==> src/rtl/instr_fetch_stage.sv <==
// Instruction-fetch stage: requests the instruction at pc, waits for the response and loads the IF/ID register.
// Latency: IF/ID loads on the edge that ends the response cycle, or the stall-release cycle; best case is 1 instruction per 2 cycles.
// Backpressure: the valid/ready request waits on imem_req_ready; stall parks a response in a one-entry buffer; flush squashes it to a bubble.
//
// Ports:
//   clk, rst                          clock and synchronous active-high reset
//   pc                                fetch address from the PC controller, stable between pc_enable pulses
//   pc_enable                         one-cycle pulse for each instruction accepted into IF/ID
//   imem_req_valid/ready, imem_addr   request channel to instruction memory
//   imem_resp_valid, imem_resp_data   response channel, one response per accepted request
//   stall, flush                      decode/hazard control
//   if_instr, if_pc, if_pc4, if_valid IF/ID pipeline register
//   is_nop                            ~if_valid
//
// Optional build macro IFETCH_PERF_CNT_EN adds the output fetch_stall_cycles.
// This saturating counter counts the cycles spent in WAIT, HOLD or DROP.

module instr_fetch_stage #(
  parameter logic [31:0] NOP_INSTR = 32'h0000_0000
) (
  input  logic        clk,
  input  logic        rst,
  input  logic [31:0] pc,
  output logic        pc_enable,
  output logic        imem_req_valid,
  input  logic        imem_req_ready,
  output logic [31:0] imem_addr,
  input  logic        imem_resp_valid,
  input  logic [31:0] imem_resp_data,
  input  logic        stall,
  input  logic        flush,
  output logic [31:0] if_instr,
  output logic [31:0] if_pc,
  output logic [31:0] if_pc4,
  output logic        if_valid,
  output logic        is_nop
`ifdef IFETCH_PERF_CNT_EN
  ,
  output logic [31:0] fetch_stall_cycles
`endif
);

  typedef enum logic [1:0] {
    REQ  = 2'd0,
    WAIT = 2'd1,
    HOLD = 2'd2,
    DROP = 2'd3
  } state_t;

  state_t      state;
  state_t      state_nxt;
  logic [31:0] buf_dat;
  logic        buf_we;
  logic        load_en;
  logic [31:0] load_dat;

  // pc does not change until pc_enable pulses, so the live pc is the
  // address of the outstanding request. It also serves as the address of
  // whatever IF/ID loads.
  assign imem_addr = pc;
  assign is_nop    = ~if_valid;

  always_comb begin
    state_nxt      = state;
    pc_enable      = 1'b0;
    imem_req_valid = 1'b0;
    buf_we         = 1'b0;
    load_en        = 1'b0;
    load_dat       = buf_dat;

    case (state)
      REQ: begin
        // In this state, flush only bubbles IF/ID. The request stays up.
        imem_req_valid = 1'b1;
        if (imem_req_ready) state_nxt = WAIT;
      end
      WAIT: begin
        if (flush) begin
          // If the response has not arrived yet, it is still owed. It must
          // be absorbed in DROP.
          state_nxt = imem_resp_valid ? REQ : DROP;
        end else if (imem_resp_valid) begin
          if (stall) begin
            buf_we    = 1'b1;
            state_nxt = HOLD;
          end else begin
            load_en   = 1'b1;
            load_dat  = imem_resp_data;
            pc_enable = 1'b1;
            state_nxt = REQ;
          end
        end
      end
      HOLD: begin
        if (flush) begin
          state_nxt = REQ;
        end else if (!stall) begin
          load_en   = 1'b1;
          load_dat  = buf_dat;
          pc_enable = 1'b1;
          state_nxt = REQ;
        end
      end
      DROP: begin
        if (imem_resp_valid) state_nxt = REQ;
      end
      default: state_nxt = REQ;
    endcase

    // The PC controller and the memory must see nothing while reset is held.
    if (rst) begin
      pc_enable      = 1'b0;
      imem_req_valid = 1'b0;
    end
  end

  always_ff @(posedge clk) begin
    if (rst) begin
      state    <= REQ;
      buf_dat  <= 32'd0;
      if_instr <= NOP_INSTR;
      if_pc    <= 32'd0;
      if_pc4   <= 32'd4;
      if_valid <= 1'b0;
    end else begin
      state <= state_nxt;
      if (buf_we) buf_dat <= imem_resp_data;
      if (flush) begin
        // Flush takes priority over stall. The pc fields are left alone
        // because if_valid=0 already marks the slot as empty.
        if_instr <= NOP_INSTR;
        if_valid <= 1'b0;
      end else if (load_en) begin
        if_instr <= load_dat;
        if_pc    <= pc;
        if_pc4   <= pc + 32'd4;
        if_valid <= 1'b1;
      end
    end
  end

`ifdef IFETCH_PERF_CNT_EN
  always_ff @(posedge clk) begin
    if (rst) begin
      fetch_stall_cycles <= 32'd0;
    end else if ((state != REQ) && (fetch_stall_cycles != 32'hFFFF_FFFF)) begin
      fetch_stall_cycles <= fetch_stall_cycles + 32'd1;
    end
  end
`endif

endmodule
==> config.mk <==
export PLATFORM = sky130hd
export DESIGN_NAME = instr_fetch_stage
export DESIGN_NICKNAME = d
export VERILOG_FILES = /design/src/rtl/instr_fetch_stage.sv
export SDC_FILE = /design/constraint.sdc
export NUM_CORES = 1
export LEC_CHECK = 0
export BUFFER_PORTS_ARGS = -buffer_cell sky130_fd_sc_hd__buf_2
export CAP_MARGIN = 0
export CORE_AREA = 2 2 108 110
export CTS_CLUSTER_SIZE = 40
export DETAILED_ROUTE_END_ITERATION = 8
export DIE_AREA = 0 0 110 112
export MAX_ROUTING_LAYER = met4
export PLACE_DENSITY = 0.83
export SLEW_MARGIN = 0
export SYNTH_ARGS = -nofsm -noshare
export SYNTH_HDL_FRONTEND = slang
export SYNTH_SLANG_ARGS = --single-unit
==> constraint.sdc <==
create_clock -name clk -period 4 [get_ports clk]
set_input_delay 0.4 -clock clk [delete_from_list [all_inputs] [get_ports clk]]
set_output_delay 0.4 -clock clk [all_outputs]
set_load 0.01 [all_outputs]
==> flow_summary.toml, run 1 <==
[global_routing]
global_route.overflow_total = 0
grt_pass1_wl_mm = 23.7
initial_antenna_violation_count = 0
first_global_vias = 4866
gr-usage-all-layers_pct = 25.1
grt_max_degree = 78

[routing]
number_of_nets_with_antenna_violations_after_detailed_routing = 0
detail_route.first_pass.iterations = 4
route.vias.total = 5332
viasPerCell = 5.34
violation_count_after_the_first_detailed_route_iteration = 260
avgRoutedWirePerCell_um = 14.6
drc_errors = 0
finalWirelength_mm = 14.5

[synthesis]
synth.top_cells.by_count = "134 x nand2_1, 129 x dfxtp_1, 69 x a21oi_1"
synthesis.nets = 778
mappedNetlistArea_um2 = 5870
mean_post_synth_cell_area_um2 = 8.35
ys_seq_area_share_pct = 44.0
synthesis.instances = 703
ys_async_sr_fraction_pct = 0
ys_warn_count = 0
synth_enable_flop_cells = 0
yosysTopAreaCellShare_pct = 44.0
ys_ff_latch = 129
ys_dominant_reg_cell = "dfxtp_1"
yosysMostFrequentCell = "nand2_1"
synth.largest_area_cell = "dfxtp_1"
cell_variety_after_synth = 46
synthTopCellsByArea = "dfxtp_1 44%, nand2_1 8.6%, a21oi_1 5.9%"

[cts]
clock_h_tree_levels = 4
clockBufferDepth = 2
root_buffer = "clkbuf_16"
cts_setup_buffers = 0
clock_latency_ps = 410
cts.clk_slew.worst_paths_ps = 60
hold_buffers = 0
ctsResizeCount = 0
cts_tree = "built"
cts_num_sinks = 129
cts_buffers = 17

[pwr]
switching_share_pct = 22.7
power_frac_seq_pct = 41.6
p_leak_nw = 3.12
pwr_density_cell_nw_per_um2 = 438
internal-power_mw = 2.45
power.share.clock_pct = 50.1
power_frac_comb_pct = 8.3
max-vdd-ir-drop_v = 0.000302
net-switching-power_mw = 0.720

[timing]
finalWorstPathRequiredPeriod_ps = 2920
timing.final.hold_violations = 0
transition_time_of_the_tightest_slew_check_pin_ps = 980
unrepaired_setup_endpoints_after_global_routing = "no"
finalCritPeriodShare_pct = 73.1
timing.final.max_slew_violations = 0
worst_clock_skew_ps = 5.04
setup_violations = 0
tns_ps = 0
max_freq_mhz = 342
worst_slew_margin_rel_pct = 34.7
hold_ws_ps = 231

[setup_path]
crit_path_max_fanout = 77
max_stage_delay_ps = 790
worst_r2r_startpoint = "state[0]"
critPathBufInv = 2
critical_path_top_delay_cell = "and2_4"
critical-path-top-delay-family = "simple AND/OR/NAND/NOR gates"
worstPathCellList = "inv_1 -> ha_1 -> nor3b_1 -> and2_4 -> buf_4 -> nor2_1 -> a211oi_1"
critical_path.startpoint_type = "flop"
worstPathArrival_ps = 3240
worst_setup_sp = "state[0]"
setup.worst_path.class = "flop to flop"
cp_data_required_time_ps = 4320
critical_path.endpoint_type = "flop"

[place]
place.detailed.hpwl_mm = 9.92
port_buffers = 201
place_inst = 966
place.gp.congestion = 0.833

[finish]
area_growth_pct = 23.0
fin_nets = 917
final_cells = 998
fillerInstances = 969
n_antenna_cell = 0
post_route_cells_drive_above_1_share_pct = 29.7

[die]
std_cell_rows = 39
fp.dieArea_um2 = 12300
total_i_o_pin_count = 202
die_width_um = 110
coreArea_um2 = 11200
die_height_um = 112
initial_utilization_pct = 52.6

[worst_hold_path]
worst_hold_path_type = "input port to flop"
timing.hold.worst.start = "imem_resp_data[28]"

[job]
maxCapViolations = 0

[status]
status = "finished clean"
-- tightest hold or removal path: cells and delay by family --
family | cells | cell delay, ps
compound gates | 1 | 50
buf+inv | 1 | 100
simple gates | 1 | 50
-- flip-flops by register name, summed over array words and instances, names as in the netlist --
name      count
state         2
if_pc4       30
if_valid      1
if_instr     32
buf_dat      32
if_pc        32
-- layout by cell type, fill, tap and decap left out, drive strengths merged, types with 6 or more instances in the layout --
cell     netlist  routed
buf           52     208
nand2        134     134
dfxtp        129     129
a21oi         69      69
nor2          65      65
a211oi        44      44
mux2i         32      32
clkbuf        36      22
nand3         15      15
a311oi        12      12
nand4         12      12
and3          12      12
inv           10      10
or3            8       8
xor2           7       7
a2111oi        7       7
nor4           6       6
o21ai          6       6
clkinv         0       6
-- cell families (layout without fill, tap and decap cells) --
logic type | count (synthesis) | after routing | share of synthesized area [%]
compound gates | 150 | 150 | 17.1
xor+xnor | 11 | 11 | 1.64
fa+ha+maj | 5 | 5 | 1.07
buf+inv | 98 | 250 | 9.50
flops | 129 | 129 | 44.0
mux | 32 | 32 | 5.45
simple gates | 278 | 278 | 21.3
-- power by group through the flow --
stage / clock network [mW] / logic (mW) / registers (mW)
2_1_floorplan: 0 / 0.164 / 1.35
6_report: 1.59 / 0.262 / 1.32
3_5_place_dp: 0 / 0.260 / 1.35
3_3_place_gp: 0 / 0.257 / 1.34
5_1_grt: 1.68 / 0.289 / 1.32
4_1_cts: 1.61 / 0.262 / 1.32
-- final cells by class --
type | count | area, µm² | area share [%]
clock buffer | 22 | 484 | 6.70
clock inverter | 10 | 131 | 1.82
tap | 143 | 179 | 2.48
timing repair buffer | 208 | 1070 | 14.9
multi-input combinational | 476 | 2740 | 37.9
sequential | 129 | 2580 | 35.8
inverter | 10 | 37.5 | 0.520
-- routing by layer --
layer | GRT usage [%] | vias up | share of wire [%]
li1 | - | 2706 | -
met1 | 30.6 | 2447 | 44
met2 | 39.9 | 158 | 48
met3 | 6.67 | 21 | 6.0
met4 | 8.19 | 0 | 1.7
met5 | - | - | 0
-- stage by stage --
stage / worst slack, ps / total power, mW / cell area [µm²] / util (%)
final: 1080 / 3.17 / 7220 / 64.6
after global routing: 746 / 3.29 / 7220 / 64.6
after floorplan: 1600 / 1.51 / 5870 / -
after CTS: 1070 / 3.19 / 7220 / 64.6
after detailed placement: 1110 / 1.61 / 6610 / 59.1
after global placement: 1250 / 1.60 / 6610 / 59.1
-- final timing paths --
kind / endpoint / slack, ps / depth (start not counted)
worst max-delay path: if_instr[10] / 1080 / 7
worst min-delay path: buf_dat[28] / 230 / 3
worst max register to register: if_instr[10] / 1080 / 7
worst min register to register: if_pc[24] / 450 / 2
No activity file was read; power rests on OpenSTA's default activity.
==> run 2: changes to the inputs <==
CORE_AREA = 2 2 118 120   (was 2 2 108 110)
DIE_AREA = 0 0 120 122   (was 0 0 110 112)
PLACE_DENSITY = 0.74   (was 0.83)
clock period = 2.6 ns   (was 4 ns; I/O delays follow)
==> flow_summary.toml, run 2 (same netlist as run 1, synthesis figures left out) <==
[pwr]
pwr_density_cell_nw_per_um2 = 652
p_leak_nw = 3.15
max-vdd-ir-drop_v = 0.000398

[cts]
root_buffer = "clkbuf_16"
clockBufferDepth = 2
cts.clk_slew.worst_paths_ps = 60
cts_setup_buffers = 0
cts_buffers = 17
hold_buffers = 0
clock_h_tree_levels = 4
cts_num_sinks = 129
cts_tree = "built"
clock_latency_ps = 420

[finish]
n_antenna_cell = 0
fillerInstances = 1282
final_common_cell = "buf_2"
final_cell_area_um2 = 7330
post_route_cells_drive_above_1_share_pct = 30.1
postLayoutCoreUtil_pct = 54.3
multiInputGateArea_um2 = 2750
regs_by_ff_count = "buf_dat: 32 flops, if_instr: 32 flops, if_pc: 32 flops"
area_growth_pct = 24.8
most-common-layout-cells = "200 x buf_2, 133 x nand2_1, 129 x dfxtp_1, 69 x a21oi_1, 65 x nor2_1"
fin_nets = 921
register_area_um2 = 2580

[timing]
transition_time_of_the_tightest_slew_check_pin_ps = 699
setup_violations = 0
worst_slew_margin_rel_pct = 53.4
finalCritPeriodShare_pct = 88.6
timing.final.hold_violations = 0
tns_ps = 0
worst_clock_skew_ps = 9.68
max_freq_mhz = 434
finalWorstPathRequiredPeriod_ps = 2300
timing.final.max_slew_violations = 0
unrepaired_setup_endpoints_after_global_routing = "no"

[routing]
detail_route.first_pass.iterations = 7
violation_count_after_the_first_detailed_route_iteration = 361
number_of_nets_with_antenna_violations_after_detailed_routing = 0
finalWirelength_mm = 15.3
avgRoutedWirePerCell_um = 14.8
viasPerCell = 5.22
route.vias.total = 5422
drc_errors = 0

[global_routing]
grt_max_degree = 99
initial_antenna_violation_count = 0
first_global_vias = 4829
global_route.overflow_total = 0
grt_pass1_wl_mm = 24.4
gr-usage-all-layers_pct = 21.5

[die]
initial_utilization_pct = 43.5
die_width_um = 120
die_height_um = 122
std_cell_rows = 43
total_i_o_pin_count = 202
fp.dieArea_um2 = 14600
coreArea_um2 = 13500

[setup_path]
r2r_cells = 7
worst_r2r_startpoint = "state[1]"
setup.worst_path.class = "flop to output pin"
worstPathCellList = "inv_1 -> ha_1 -> a21o_1 -> nand2_4 -> nor2_1 -> buf_2"
cp_data_required_time_ps = 2340
critical_path_top_delay_cell = "a21o_1"
crit_path_max_fanout = 23
setup.reg_to_reg.worst_slack_ps = 430
reg2reg_to = "if_instr[16]"
critical_path.endpoint_type = "output pin"
worstPathArrival_ps = 2040
critical_path.startpoint_type = "flop"
max_stage_delay_ps = 350

[worst_hold_path]
min_delay_worst_endpoint = "buf_dat[3]"
worst_hold_path_type = "input port to flop"
hold_path_depth = 3
timing.hold.worst.start = "imem_resp_data[3]"

[place]
port_buffers = 201
placedInstanceArea_um2 = 6740
place.gp.congestion = 0.873
place.detailed.hpwl_mm = 10.5

[status]
status = "finished clean"

[job]
maxCapViolations = 0
==> run 2: power breakdown <==
group | total (mW) | switching [mW] | leakage [nW] | internal [mW]
clock | 2.33 | 0.855 | 0.278 | 1.48
sequential | 2.03 | 0.0174 | 1.04 | 2.01
combinational | 0.419 | 0.258 | 1.83 | 0.161
==> run 2: per-layer routing <==
layer / up-vias / wire [µm] / GRT usage (%)
met3: 27 / 883 / 5.38
met5: - / 0 / -
met1: 2505 / 6840 / 26.8
met4: 0 / 369 / 10.3
met2: 179 / 7240 / 32.8
li1: 2711 / - / -
==> run 2: final cells by class <==
| cell class | instances | share of cell area (%) |
|---|---|---|
| flip-flops and latches | 129 | 35.2 |
| clock buffers | 22 | 6.47 |
| well taps | 180 | 3.07 |
| multi-input cells | 476 | 37.5 |
| repair buffers | 212 | 15.7 |
| clock inverters | 9 | 1.45 |
| inverters | 10 | 0.512 |
==> run 2: timing repair <==
item,CTS,global route
pin swaps,1,0
setup endpoints to repair,1,1
gates resized for setup,1,1
cloned,0,0
endpoints found under the hold margin,0,0
==> run 2: worst max-delay path, delay by kind of cell, from the launching register on <==
| family | cells | cell delay (ps) |
|---|---|---|
| buf+inv | 2 | 260 |
| simple gates | 2 | 430 |
| fa+ha+maj | 1 | 260 |
| compound gates | 1 | 350 |
| flops | 1 | 320 |
==> run 2: metrics by stage <==
step	power, mW	hold WS, ps	cells	worst slack (ps)
after floorplan	2.33	396	703	341
after global placement	2.48	439	1007	423
after detailed placement	2.49	446	1007	422
after CTS	4.82	70.7	1038	40.0
after global routing	4.97	82.8	1038	117
final	4.78	86.5	1038	296
==> run 2: worst max path at each step <==
stage	from	to	depth (start not counted)
floorplan	state[0]	pc_enable	7
global placement	state[0]	pc_enable	6
detailed placement	state[1]	if_instr[16]	7
CTS	state[0]	pc_enable	6
global route	state[1]	pc_enable	6
finish	state[1]	pc_enable	6
==> run 3: changes to the inputs <==
CORE_AREA = 2 2 133 135   (was 2 2 118 120)
DIE_AREA = 0 0 135 137   (was 0 0 120 122)
PLACE_DENSITY = 0.61   (was 0.74)
SLEW_MARGIN = default   (was 0)
==> flow_summary.toml, run 3 (same netlist as run 1, synthesis figures left out) <==
[job]
maxCapViolations = 0

[timing]
timing.final.max_slew_violations = 0
timing.final.hold_violations = 0
unrepaired_setup_endpoints_after_global_routing = "no"
transition_time_of_the_tightest_slew_check_pin_ps = 724
setup_violations = 0
max_freq_mhz = 441
finalWorstPathRequiredPeriod_ps = 2270
worst_slew_margin_rel_pct = 51.7
finalCritPeriodShare_pct = 87.2
tns_ps = 0
worst_clock_skew_ps = 7.71

[finish]
most-common-layout-cells = "200 x buf_2, 133 x nand2_1, 129 x dfxtp_1, 69 x a21oi_1, 65 x nor2_1"
fillerInstances = 1760
area_growth_pct = 26.2
post_route_cells_drive_above_1_share_pct = 30.1
n_antenna_cell = 0
final_cell_area_um2 = 7410
fin_nets = 924
postLayoutCoreUtil_pct = 43.4
final_common_cell = "buf_2"
regs_by_ff_count = "buf_dat: 32 flops, if_instr: 32 flops, if_pc: 32 flops"

[pwr]
power.share.clock_pct = 49.8
pwr_density_cell_nw_per_um2 = 659
power_frac_seq_pct = 41.5
internal-power_mw = 3.73
power_frac_comb_pct = 8.6
max-vdd-ir-drop_v = 0.000464
switching_share_pct = 23.7
net-switching-power_mw = 1.16
p_leak_nw = 3.16

[routing]
drc_errors = 0
violation_count_after_the_first_detailed_route_iteration = 269
detail_route.first_pass.iterations = 5
viasPerCell = 4.92
route.vias.total = 5347
finalWirelength_mm = 16.1
avgRoutedWirePerCell_um = 14.8
number_of_nets_with_antenna_violations_after_detailed_routing = 0

[setup_path]
setup.reg_to_reg.worst_slack_ps = 490
critical_path_top_delay_cell = "dfxtp_1"
max_stage_delay_ps = 330
r2r_cells = 7
critical_path.startpoint_type = "flop"
worstPathCellList = "inv_1 -> ha_1 -> a21o_1 -> nand2_4 -> nor2_1 -> buf_2"
reg2reg_to = "if_instr[9]"
setup.worst_path.class = "flop to output pin"
critical_path.endpoint_type = "output pin"
crit_path_max_fanout = 19
worstPathArrival_ps = 2010
cp_data_required_time_ps = 2340
worst_r2r_startpoint = "state[1]"

[global_routing]
global_route.overflow_total = 0
first_global_vias = 4736
gr-usage-all-layers_pct = 17.8
initial_antenna_violation_count = 0
grt_max_degree = 45
grt_pass1_wl_mm = 24.9

[die]
initial_utilization_pct = 34.4
coreArea_um2 = 17100
total_i_o_pin_count = 202
die_height_um = 137
std_cell_rows = 48
die_width_um = 135
fp.dieArea_um2 = 18500

[worst_hold_path]
timing.hold.worst.start = "imem_resp_data[18]"
min_delay_worst_endpoint = "buf_dat[18]"
worst_hold_path_type = "input port to flop"
hold_path_depth = 3

[cts]
clock_latency_ps = 420
cts_buffers = 17
root_buffer = "clkbuf_16"
clock_h_tree_levels = 4
cts_num_sinks = 129
hold_buffers = 0
cts.clk_slew.worst_paths_ps = 60
ctsResizeCount = 0
cts_setup_buffers = 0
cts_tree = "built"
clockBufferDepth = 2

[place]
placedInstanceArea_um2 = 6800
place.detailed.hpwl_mm = 11.3
place.gp.congestion = 0.751
port_buffers = 201

[status]
status = "finished clean"
run 3: final cells by class:
cell class	instances	area [µm²]	share of cell area, %
clock buffers	23	468	6.31
clock inverters	8	130	1.76
inverters	10	37.5	0.506
multi-input cells	476	2750	37.1
flip-flops and latches	129	2580	34.8
well taps	225	282	3.80
repair buffers	215	1160	15.7
run 3: worst max-delay path by stage:
stage | cells past startpoint | start | to | slack [ps]
after global routing | 6 | state[1] | pc_enable | 160
after CTS | 6 | state[0] | pc_enable | 20
after detailed placement | 7 | state[0] | if_pc4[11] | 430
final | 6 | state[1] | pc_enable | 330
after global placement | 7 | state[0] | if_instr[2] | 500
after floorplan | 7 | state[0] | pc_enable | 340
run 3: stage by stage:
stage	cells	hold slack, ps	worst slack [ps]	power (mW)
after floorplan	703	396	341	2.33
after global placement	1055	440	498	2.49
after detailed placement	1055	445	435	2.49
after CTS	1086	67.3	19.1	4.94
after global routing	1086	78.0	160	5.07
final	1086	80.3	332	4.88
run 3: routing by layer:
layer | vias up | track usage [%] | share of wire (%)
li1 | 2727 | - | -
met1 | 2461 | 22.5 | 45
met2 | 143 | 27.5 | 48
met3 | 16 | 4.56 | 5.1
met4 | 0 | 6.77 | 1.6
met5 | - | - | 0
run 3: power by group through the flow:
stage	registers, mW	logic (mW)	clock network [mW]
after floorplan	2.08	0.252	0
after global placement	2.07	0.421	0
after detailed placement	2.07	0.422	0
after CTS	2.03	0.423	2.49
after global routing	2.03	0.467	2.57
final	2.03	0.421	2.43
run 3: worst max-delay path, delay by kind of cell (launching register included):
kind | cells | cell delay, ps
and+or+nand+nor | 2 | 420
DFF | 1 | 330
AOI/OAI and AO/OA | 1 | 320
adders and majority gates | 1 | 250
buffers and inverters | 2 | 260
